===== src/rtl/alu_arbiter.sv =====
// Round-robin arbiter that shares one external combinational ALU between two
// requesters, registering the winner's operands and returning the captured result.
module alu_arbiter #(
    parameter  int unsigned WIDTH = 16,
    localparam int unsigned OP_W  = 4
) (
    input  logic             clk,
    input  logic             reset,
    input  logic             req0_valid,
    output logic             req0_ready,
    input  logic [WIDTH-1:0] req0_a,
    input  logic [WIDTH-1:0] req0_b,
    input  logic [OP_W-1:0]  req0_op,
    input  logic             req1_valid,
    output logic             req1_ready,
    input  logic [WIDTH-1:0] req1_a,
    input  logic [WIDTH-1:0] req1_b,
    input  logic [OP_W-1:0]  req1_op,
    output logic             rsp0_valid,
    input  logic             rsp0_ready,
    output logic             rsp1_valid,
    input  logic             rsp1_ready,
    output logic [WIDTH-1:0] rsp_result,
    output logic [WIDTH-1:0] rsp_flags,
    output logic [WIDTH-1:0] alu_reg1,
    output logic [WIDTH-1:0] alu_reg2,
    output logic [OP_W-1:0]  alu_inst,
    input  logic [WIDTH-1:0] alu_result,
    input  logic [WIDTH-1:0] alu_flags,
    output logic [WIDTH-1:0] flags_q,
    output logic             busy
);

    typedef enum logic [1:0] {
        IDLE = 2'd0,
        EXEC = 2'd1,
        RESP = 2'd2
    } state_e;

    typedef struct packed {
        logic [WIDTH-1:0] a;
        logic [WIDTH-1:0] b;
        logic [OP_W-1:0]  op;
    } op_t;

    state_e           state_q, state_d;
    op_t              op_q, op_d;
    logic             gnt_q, gnt_d;
    logic             last_grant_q, last_grant_d;
    logic [WIDTH-1:0] result_q, result_d;
    logic [WIDTH-1:0] rflags_q, rflags_d;
    logic [WIDTH-1:0] last_flags_q, last_flags_d;

    logic gnt_sel;
    logic accept;
    logic rsp_take;

    // Grant: alternate on a tie, otherwise whoever is asking; re-evaluated every IDLE cycle.
    always_comb begin
        gnt_sel = 1'b0;
        if (req0_valid && req1_valid) begin
            gnt_sel = ~last_grant_q;
        end else begin
            gnt_sel = ~req0_valid;
        end
        accept     = (state_q == IDLE) && (req0_valid || req1_valid);
        req0_ready = accept && !gnt_sel;
        req1_ready = accept && gnt_sel;
        rsp_take   = gnt_q ? rsp1_ready : rsp0_ready;
    end

    always_comb begin
        state_d      = state_q;
        op_d         = op_q;
        gnt_d        = gnt_q;
        last_grant_d = last_grant_q;
        result_d     = result_q;
        rflags_d     = rflags_q;
        last_flags_d = last_flags_q;
        case (state_q)
            IDLE: begin
                if (accept) begin
                    op_d         = gnt_sel ? op_t'{req1_a, req1_b, req1_op}
                                           : op_t'{req0_a, req0_b, req0_op};
                    gnt_d        = gnt_sel;
                    last_grant_d = gnt_sel;
                    state_d      = EXEC;
                end
            end
            EXEC: begin
                result_d     = alu_result;
                rflags_d     = alu_flags;
                last_flags_d = alu_flags;
                state_d      = RESP;
            end
            RESP: begin
                if (rsp_take) begin
                    state_d = IDLE;
                end
            end
            default: state_d = IDLE;
        endcase
    end

    always_ff @(posedge clk or negedge reset) begin
        if (!reset) begin
            state_q      <= IDLE;
            op_q         <= '0;
            gnt_q        <= 1'b0;
            last_grant_q <= 1'b1;
            result_q     <= '0;
            rflags_q     <= '0;
            last_flags_q <= '0;
        end else begin
            state_q      <= state_d;
            op_q         <= op_d;
            gnt_q        <= gnt_d;
            last_grant_q <= last_grant_d;
            result_q     <= result_d;
            rflags_q     <= rflags_d;
            last_flags_q <= last_flags_d;
        end
    end

    // ALU inputs are only live while the operation executes.
    always_comb begin
        alu_reg1 = '0;
        alu_reg2 = '0;
        alu_inst = '0;
        if (state_q == EXEC) begin
            alu_reg1 = op_q.a;
            alu_reg2 = op_q.b;
            alu_inst = op_q.op;
        end
    end

    assign rsp0_valid = (state_q == RESP) && !gnt_q;
    assign rsp1_valid = (state_q == RESP) && gnt_q;
    assign rsp_result = result_q;
    assign rsp_flags  = rflags_q;
    assign flags_q    = last_flags_q;
    assign busy       = (state_q != IDLE);

endmodule


===== config.mk =====
export PLATFORM = sky130hd
export DESIGN_NAME = alu_arbiter
export DESIGN_NICKNAME = d
export VERILOG_FILES = /design/src/rtl/alu_arbiter.sv
export SDC_FILE = /design/constraint.sdc
export NUM_CORES = 1
export LEC_CHECK = 0
export BUFFER_PORTS_ARGS = -buffer_cell sky130_fd_sc_hd__clkbuf_2
export CORE_MARGIN = 4
export CORE_UTILIZATION = 40
export CTS_BUF_LIST = sky130_fd_sc_hd__clkbuf_4
export DETAILED_ROUTE_END_ITERATION = 6
export PLACE_DENSITY = 0.78
export SYNTH_ARGS = -nofsm -noshare
export SYNTH_HDL_FRONTEND = slang
export SYNTH_SLANG_ARGS = --single-unit

===== constraint.sdc =====
create_clock -name clk -period 1.5 [get_ports clk]
set_clock_uncertainty 0.15 [all_clocks]
set_input_delay 0.15 -clock clk [delete_from_list [all_inputs] [get_ports clk]]
set_output_delay 0.15 -clock clk [all_outputs]
set_load 0.005 [all_outputs]

==> impl_summary.txt, run 1 <==
----------------------------------------------------
[Setup path]
  Series of cell instances along the critical path ... nor2b_4, buf_6, buf_12, and2_4, buf_6
  Maximum cell stage delay along the critical path ... 0.47 ns
  Critical path endpoint category ... primary output
  Startpoint kind of the worst setup timing path ... flip-flop
  Family with the most delay on the worst path ... flip-flops
  Required arrival time at the worst endpoint ... 1.20 ns
  Library cell contributing the largest single delay on the critical path ... dfrtp_2
  Largest fanout of any net on the critical path ... 7
  Cell repeated most along the worst path ... buf_6
  Critical setup path kind ... reg -> out
  CP bufs+invs ... 3
  Launching point of the worst reg2reg path ... state_q[0]
  Crit path launch ... state_q[1]
  Data arrival time of the worst path ... around 1.6 ns

[Timing]
  Worst path setup slack after routing ... -0.398 ns
  Achievable frequency ... 0.527 GHz
  Worst hold margin ... roughly 0.042 ns
  Unrepaired setup endpoints after global routing ... true
  Count of final hold-check violations ... 0
  Slew at the pin with the worst max-slew slack ... 0.486 ns
  Worst slew margin ... 67.5%
  Number of failing setup endpoints in the final timing report ... 105
  Post-route minimum period ... 1.90 ns
  Pins over their slew limit ... 0
  Tcrit/Tclk final ... 127%

[Place]
  Placed cell area ... 0.00438 mm^2
  Worst setup slack after placement ... -0.117 ns
  PortBufs ... 198
  Hpwl dp ... 7030 um
  Routability congestion estimate ... 0.747

[Power]
  Comb pwr share ... 59.4%
  Switching power ... 4.53 mW
  Sequential fraction of design power ... between 20 and 30%
  Pint ... 8.69 mW
  Leakage power summed over all cells ... 3.50 nW
  Worst vdd rail ir drop ... 1190 uV
  Net switching fraction of the power ... 34.3%
  Clock network fraction of design power ... between 10% and 20%
  Pwr Density ... 1880 mW/mm^2

[Yosys]
  Area of the mapped netlist ... 0.00332 mm^2
  Synth cell types ... 20
  Count of mapped cells out of synthesis ... 268
  Leading area contributor after synthesis ... dfrtp_1
  Average size of a mapped cell ... 12.4 um^2
  Net count after synthesis ... 378
  Yosys warning count ... 0
  Proportion of synthesized chip area in sequential cells ... 54.2%
  Leading post-synthesis cells by cell area ... dfrtp_1 53%, a221o_1 11%, mux2_1 11%, and2_1 7.0%, and3_1 7.0%
  Area fraction of the dominant cell type after synthesis ... 53.4%
  Synthesis-stage register bit count ... 72

[Drt]
  DRC errors left ... 0
  Number of DRC markers in iteration 0 ... 201
  Via density ... 5.50
  Number of search-and-repair iterations in the first detailed-routing pass ... 5
  ANT nets after route ... 0
  Average wire per standard cell ... 23.3 um
  Total via count in the routed design ... approximately 4k
  Final wirelength ... 16600 um

[Outcome]
  Violations in the final reports ... negative setup slack
  Outcome ... finished, violations left

[Finish]
  Count of filler cells inserted in the layout ... 303
  Area occupied by multi-input gates ... between 0.0015 and 0.002 mm^2
  Finished Cell Area ... 0.00704 mm^2
  Final Net Count ... 713
  Storage cell area ... 0.00180 mm^2
  Share of final-layout standard cells stronger than drive strength 1 ... between 60% and 70%
  P&R area growth vs syn ... 112%

[Clock network]
  Level count of the clock H-tree ... 3
  Clock sink count ... 72
  Number of buffers on the longest clock path ... 2
  Cts bufs inserted ... 9
  CTS root buffer ... clkbuf_4
  Clock Pin Slew Worst Setup and Hold Paths ... 0.14 ns
  Clock tree from TritonCTS ... built
  Clock latency on the worst-skew pair ... 0.42 ns

[GRT]
  Global-route wire length before repair ... between 20000 and 25000 um
  Number of antenna violations at the first check in global routing ... 1
  Global-route total usage across every layer ... 28.9%
  Leftover overflow at the end of global routing ... 0
  Pin count of the biggest net entering global routing ... 43
  Vias in the first global route ... 4088

[Hold path]
  Hold/Removal Path Class ... in -> reg
  Start point of the worst min-delay path ... req1_valid

[Floorplanning]
  Row cnt ... 32
  Floorplan core area ... 0.00789 mm^2
  Number of top-level pins ... 199
  Die H ... 99.2 um
  Initial Util ... 42.1%
  Die X-Extent ... 99.2 um
  Die footprint ... 0.00983 mm^2

[Flow run]
  Count of max-cap constraint violations ... 0

----------------------------------------------------
==> routing by layer <==
layer	part of all wire (%)	GRT usage [%]	vias up	routed length [um]
met4	3.7	11.8	0	621
met3	8.5	5.19	57	1410
met5	0	0	-	0
li1	-	-	1639	-
met1	35	33.1	1931	5730
met2	53	53.0	285	8810
==> cells by family (layout without fill, tap and decap cells) <==
kind of cell | after synthesis | in the layout | synth area share (%)
other cells | 0 | 1 | 0
simple gates | 80 | 80 | 14.8
flops | 72 | 72 | 54.2
mux | 33 | 33 | 11.2
compound gates | 41 | 41 | 12.0
buf+inv | 42 | 382 | 7.75
==> power groups by stage <==
stage	combinational, mW	sequential [mW]	clock, mW
6_report	7.85	3.73	1.64
5_1_grt	8.22	3.82	1.74
4_1_cts	5.88	3.53	1.63
3_5_place_dp	4.08	3.54	0
3_3_place_gp	3.95	3.48	0
2_1_floorplan	2.52	3.43	0
==> Yosys cell counts <==
cell type	number
a21boi_2	1
a21o_1	2
a221o_1	36
and2_1	37
and3_1	37
buf_2	8
buf_4	16
buf_6	4
clkbuf_1	11
dfrtp_1	71
dfstp_2	1
inv_1	1
inv_2	2
mux2_1	32
mux2_2	1
nand2b_1	2
nor2_1	3
nor2b_1	1
o21ai_1	1
o21bai_1	1
==> stage by stage <==
stage                     total power, mW  TNS [ns]  cells  utilization [%]
final                                13.2    -26.98    711             89.2
after global placement               7.43    -0.221    542             55.5
after global routing                 13.8    -31.00    711             89.2
after CTS                            11.0    -25.48    697             81.8
after floorplan                      5.95         0    268                -
after detailed placement             7.62     -2.56    542             55.5
==> layout make-up <==
cell class / instances / share of cell area, %
multi-input cells: 154 / 24.0
repair buffers: 363 / 45.6
clock inverters: 6 / 1.64
inverters: 3 / 0.196
well taps: 102 / 1.81
clock buffers: 10 / 1.07
flip-flops and latches: 72 / 25.6
diodes: 1 / 0.0356
==> flip-flops by register name, summed over array words and instances, names as in the netlist <==
signal and count:
flags_q 16, gnt_q 1, last_grant_q 1, op_q 36, rsp_result 16, state_q 2
==> path summary, 6_finish.rpt <==
path | to | slack, ns | depth (start not counted)
setup / recovery | alu_inst[3] | -0.40 | 5
hold / removal | state_q[0] | 0.04 | 4
setup reg to reg | flags_q[10] | -0.31 | 7
hold reg to reg | op_q[32] | 0.38 | 1
max in group asynchronous | op_q[20] | 0.17 | 3
min in group asynchronous | op_q[22] | 0.12 | 3
==> cells in the final DEF, fill, tap and decap left out, drive strengths merged, types with 2 or more instances in the layout <==
master	n
clkbuf	179
dlygate4sd3	108
buf	86
dfrtp	71
and3	37
and2	37
a221o	36
mux2	33
inv	5
bufinv	3
nor2	3
nand2b	2
a21o	2
==> worst register-to-register path, stage by stage (launching register included) <==
cell and delay, ns:
dfrtp_1 0.43, nor2b_4 0.16, buf_8 0.14, buf_4 0.13
buf_6 0.10, buf_4 0.13, clkbuf_16 0.15, mux2_4 0.30
==> repair_timing <==
action                                 CTS  global route
cloned                                   9             8
buffers inserted                        22            18
gates resized for setup                 94           118
endpoints found under the hold margin  141             0
setup endpoints to repair               80           111
hold buffers                           108             0
pin swaps                               33            32
No activity file was read; power rests on OpenSTA's default activity.
==> run 2: changes to the inputs <==
--- a/config.mk
+++ b/config.mk
@@ -11,6 +11,7 @@
 export CTS_BUF_LIST = sky130_fd_sc_hd__clkbuf_4
 export DETAILED_ROUTE_END_ITERATION = 6
 export PLACE_DENSITY = 0.78
+export RECOVER_POWER = 25
 export SYNTH_ARGS = -nofsm -noshare
 export SYNTH_HDL_FRONTEND = slang
 export SYNTH_SLANG_ARGS = --single-unit
==> run 2 against run 1 <==
  * The flow still finishes with violations (negative setup slack)
  * Critical path depth stayed put
  * Routed wire length is 0.20% lower
  * Worst setup slack worse by 0.0062 ns
  * Via count is 0.20% higher
  * Register-to-register slack hardly changed
  * Non-clock buffer count stayed put
  * Sequential share of layout area is 0.069 points higher
  * Die area stayed put
  * Global-route usage stayed put
==> impl_summary.txt, run 2 (same netlist as run 1, synthesis figures left out) <==
----------------------------------------------------
[Floorplanning]
  Die H ... 99.2 um (unchanged)
  Initial Util ... 42.1% (unchanged)
  Row cnt ... 32 (unchanged)
  Die footprint ... 0.00983 mm^2 (unchanged)
  Floorplan core area ... 0.00789 mm^2 (unchanged)
  Die X-Extent ... 99.2 um (unchanged)
  Number of top-level pins ... 199 (unchanged)

[Finish]
  Finished Cell Area ... 0.00702 mm^2 (was 0.00704 mm^2)
  P&R area growth vs syn ... 111% (was 112%)
  Count of filler cells inserted in the layout ... 306 (was 303)
  Largest register FFs ... 36 (unchanged)
  Reg with most FFs ... op_q (unchanged)
  Leading cell type in the layout, fill and taps excluded ... clkbuf_2 (unchanged)
  Most frequent cells in the layout ... 161 x clkbuf_2, 108 x dlygate4sd3_1, 70 x dfrtp_1, 53 x buf_6, 37 x and3_4 (unchanged)
  Share of final-layout standard cells stronger than drive strength 1 ... 63.0% (was 63.2%)
  Final Net Count ... 713 (unchanged)

[Timing]
  Post-route minimum period ... 1.90 ns (about the same)
  Worst path setup slack after routing ... -0.404 ns (was -0.398 ns)
  Count of final hold-check violations ... 0 (unchanged)
  Tcrit/Tclk final ... 127% (about the same)
  Number of failing setup endpoints in the final timing report ... 105 (unchanged)
  Achievable frequency ... 0.525 GHz (was 0.527 GHz)
  Slew at the pin with the worst max-slew slack ... 0.924 ns (was 0.486 ns)
  Unrepaired setup endpoints after global routing ... true (unchanged)
  Pins over their slew limit ... 0 (unchanged)
  Worst slew margin ... 38.4% (was 67.5%)
  Summed negative setup slack over all endpoints ... -27.34 ns (was -26.98 ns)
  Worst hold margin ... 0.0378 ns (was 0.0418 ns)

[GRT]
  Global-route total usage across every layer ... 28.9% (unchanged)
  Leftover overflow at the end of global routing ... 0 (unchanged)
  Vias in the first global route ... 4088 (unchanged)
  Pin count of the biggest net entering global routing ... 43 (unchanged)
  Global-route wire length before repair ... 22100 um (unchanged)
  Number of antenna violations at the first check in global routing ... 1 (unchanged)

[Drt]
  DRC errors left ... 0 (unchanged)
  ANT nets after route ... 0 (unchanged)
  Number of DRC markers in iteration 0 ... 188 (was 201)
  Final wirelength ... 16500 um (was 16600 um)
  Average wire per standard cell ... 23.3 um (about the same)
  Number of search-and-repair iterations in the first detailed-routing pass ... 5 (unchanged)
  Total via count in the routed design ... 3920 (was 3912)
  Via density ... 5.51 (was 5.50)

[Clock network]
  Cts bufs inserted ... 9 (unchanged)
  CTS root buffer ... clkbuf_4 (unchanged)
  Clock Pin Slew Worst Setup and Hold Paths ... 0.14 ns (about the same)
  Clock tree from TritonCTS ... built (unchanged)
  Level count of the clock H-tree ... 3 (unchanged)
  Number of buffers on the longest clock path ... 2 (unchanged)
  Clock latency on the worst-skew pair ... 0.42 ns (about the same)
  Clock sink count ... 72 (unchanged)

[Setup path]
  Data arrival time of the worst path ... 1.60 ns (about the same)
  Critical path endpoint category ... primary output (unchanged)
  Series of cell instances along the critical path ... nor2b_4, buf_6, buf_12, and2_4, buf_6 (unchanged)
  Required arrival time at the worst endpoint ... 1.20 ns (about the same)
  Critical setup path kind ... reg -> out (unchanged)
  Library cell contributing the largest single delay on the critical path ... dfrtp_2 (unchanged)
  Maximum cell stage delay along the critical path ... 0.47 ns (about the same)
  Cell repeated most along the worst path ... buf_6 (unchanged)
  Startpoint kind of the worst setup timing path ... flip-flop (unchanged)
  Largest fanout of any net on the critical path ... 7 (unchanged)

[Place]
  PortBufs ... 198 (unchanged)
  Placed cell area ... 0.00438 mm^2 (unchanged)
  Hpwl dp ... 7030 um (unchanged)
  Routability congestion estimate ... 0.747 (unchanged)

[Power]
  Leakage power summed over all cells ... 3.49 nW (was 3.50 nW)
  Worst vdd rail ir drop ... 1190 uV (about the same)
  Pwr Density ... 1880 mW/mm^2 (about the same)

[Outcome]
  Violations in the final reports ... negative setup slack (unchanged)
  Outcome ... finished, violations left (unchanged)

[Hold path]
  Hold/Removal Path Class ... in -> reg (unchanged)

[Flow run]
  Count of max-cap constraint violations ... 0 (unchanged)

----------------------------------------------------
[run 2: cell types whose count changed in the layout (fill, tap and decap cells not counted)]
cell      change
buf_12        -1
clkbuf_1      +1
buf_2         +1
buf_4         -1
[run 2: through the flow]
step	utilization (%)	power, mW	cells	setup WS (ns)
2_1_floorplan	-	5.95	268	0.0104
3_3_place_gp	55.5	7.43	542	-0.0130
3_5_place_dp	55.5	7.62	542	-0.117
4_1_cts	81.8	11.0	697	-0.374
5_1_grt	89.0	13.8	711	-0.465
6_report	89.0	13.2	711	-0.404
[run 2: layout make-up]
class	count	area, um^2	share of cell area, %
timing repair buffer	363	3190	45.4
sequential	72	1800	25.7
multi-input combinational	154	1690	24.1
tap	102	128	1.82
clock inverter	6	115	1.64
clock buffer	10	75.1	1.07
inverter	3	13.8	0.196
antenna	1	2.50	0.0357
[run 2: worst paths after layout]
kind	cells after the start	start	to	slack, ns
setup / recovery	5	state_q[1]	alu_inst[3]	-0.40
hold / removal	4	req1_valid	state_q[0]	0.04
setup reg to reg	7	state_q[0]	flags_q[7]	-0.31
hold reg to reg	1	op_q[32]	op_q[32]	0.38
max in group asynchronous	3	reset	flags_q[15]	0.11
min in group asynchronous	3	reset	op_q[17]	0.23
[run 2: layer usage]
| metal | GRT usage, % | routed length (um) | vias up | part of all wire (%) |
|---|---|---|---|---|
| met5 | 0 | 0 | - | 0 |
| met4 | 11.8 | 640 | 0 | 3.9 |
| li1 | - | - | 1639 | - |
| met1 | 33.1 | 5760 | 1916 | 35 |
| met3 | 5.19 | 1380 | 65 | 8.4 |
| met2 | 53.0 | 8740 | 300 | 53 |
[run 2: repair_timing]
action / CTS / global route
endpoints found under the setup margin: 80 / 111
endpoints found under the hold margin: 141 / 0
pin swaps: 33 / 32
gates resized for setup: 94 / 118
setup buffers: 22 / 18
hold buffers: 108 / 0
gates cloned: 9 / 8
[run 2: worst max-delay path, delay by kind of cell (launching register included)]
family / cells / cell delay (ns)
flip-flops: 1 / 0.47
buffers and inverters: 3 / 0.36
AND/OR/NAND/NOR: 2 / 0.34
[run 2: report_power, final]
group | switching [mW] | total (mW) | internal (mW)
combinational | 2.95 | 7.83 | 4.88
sequential | 0.800 | 3.73 | 2.93
clock | 0.761 | 1.64 | 0.875
total | 4.52 | 13.2 | 8.68
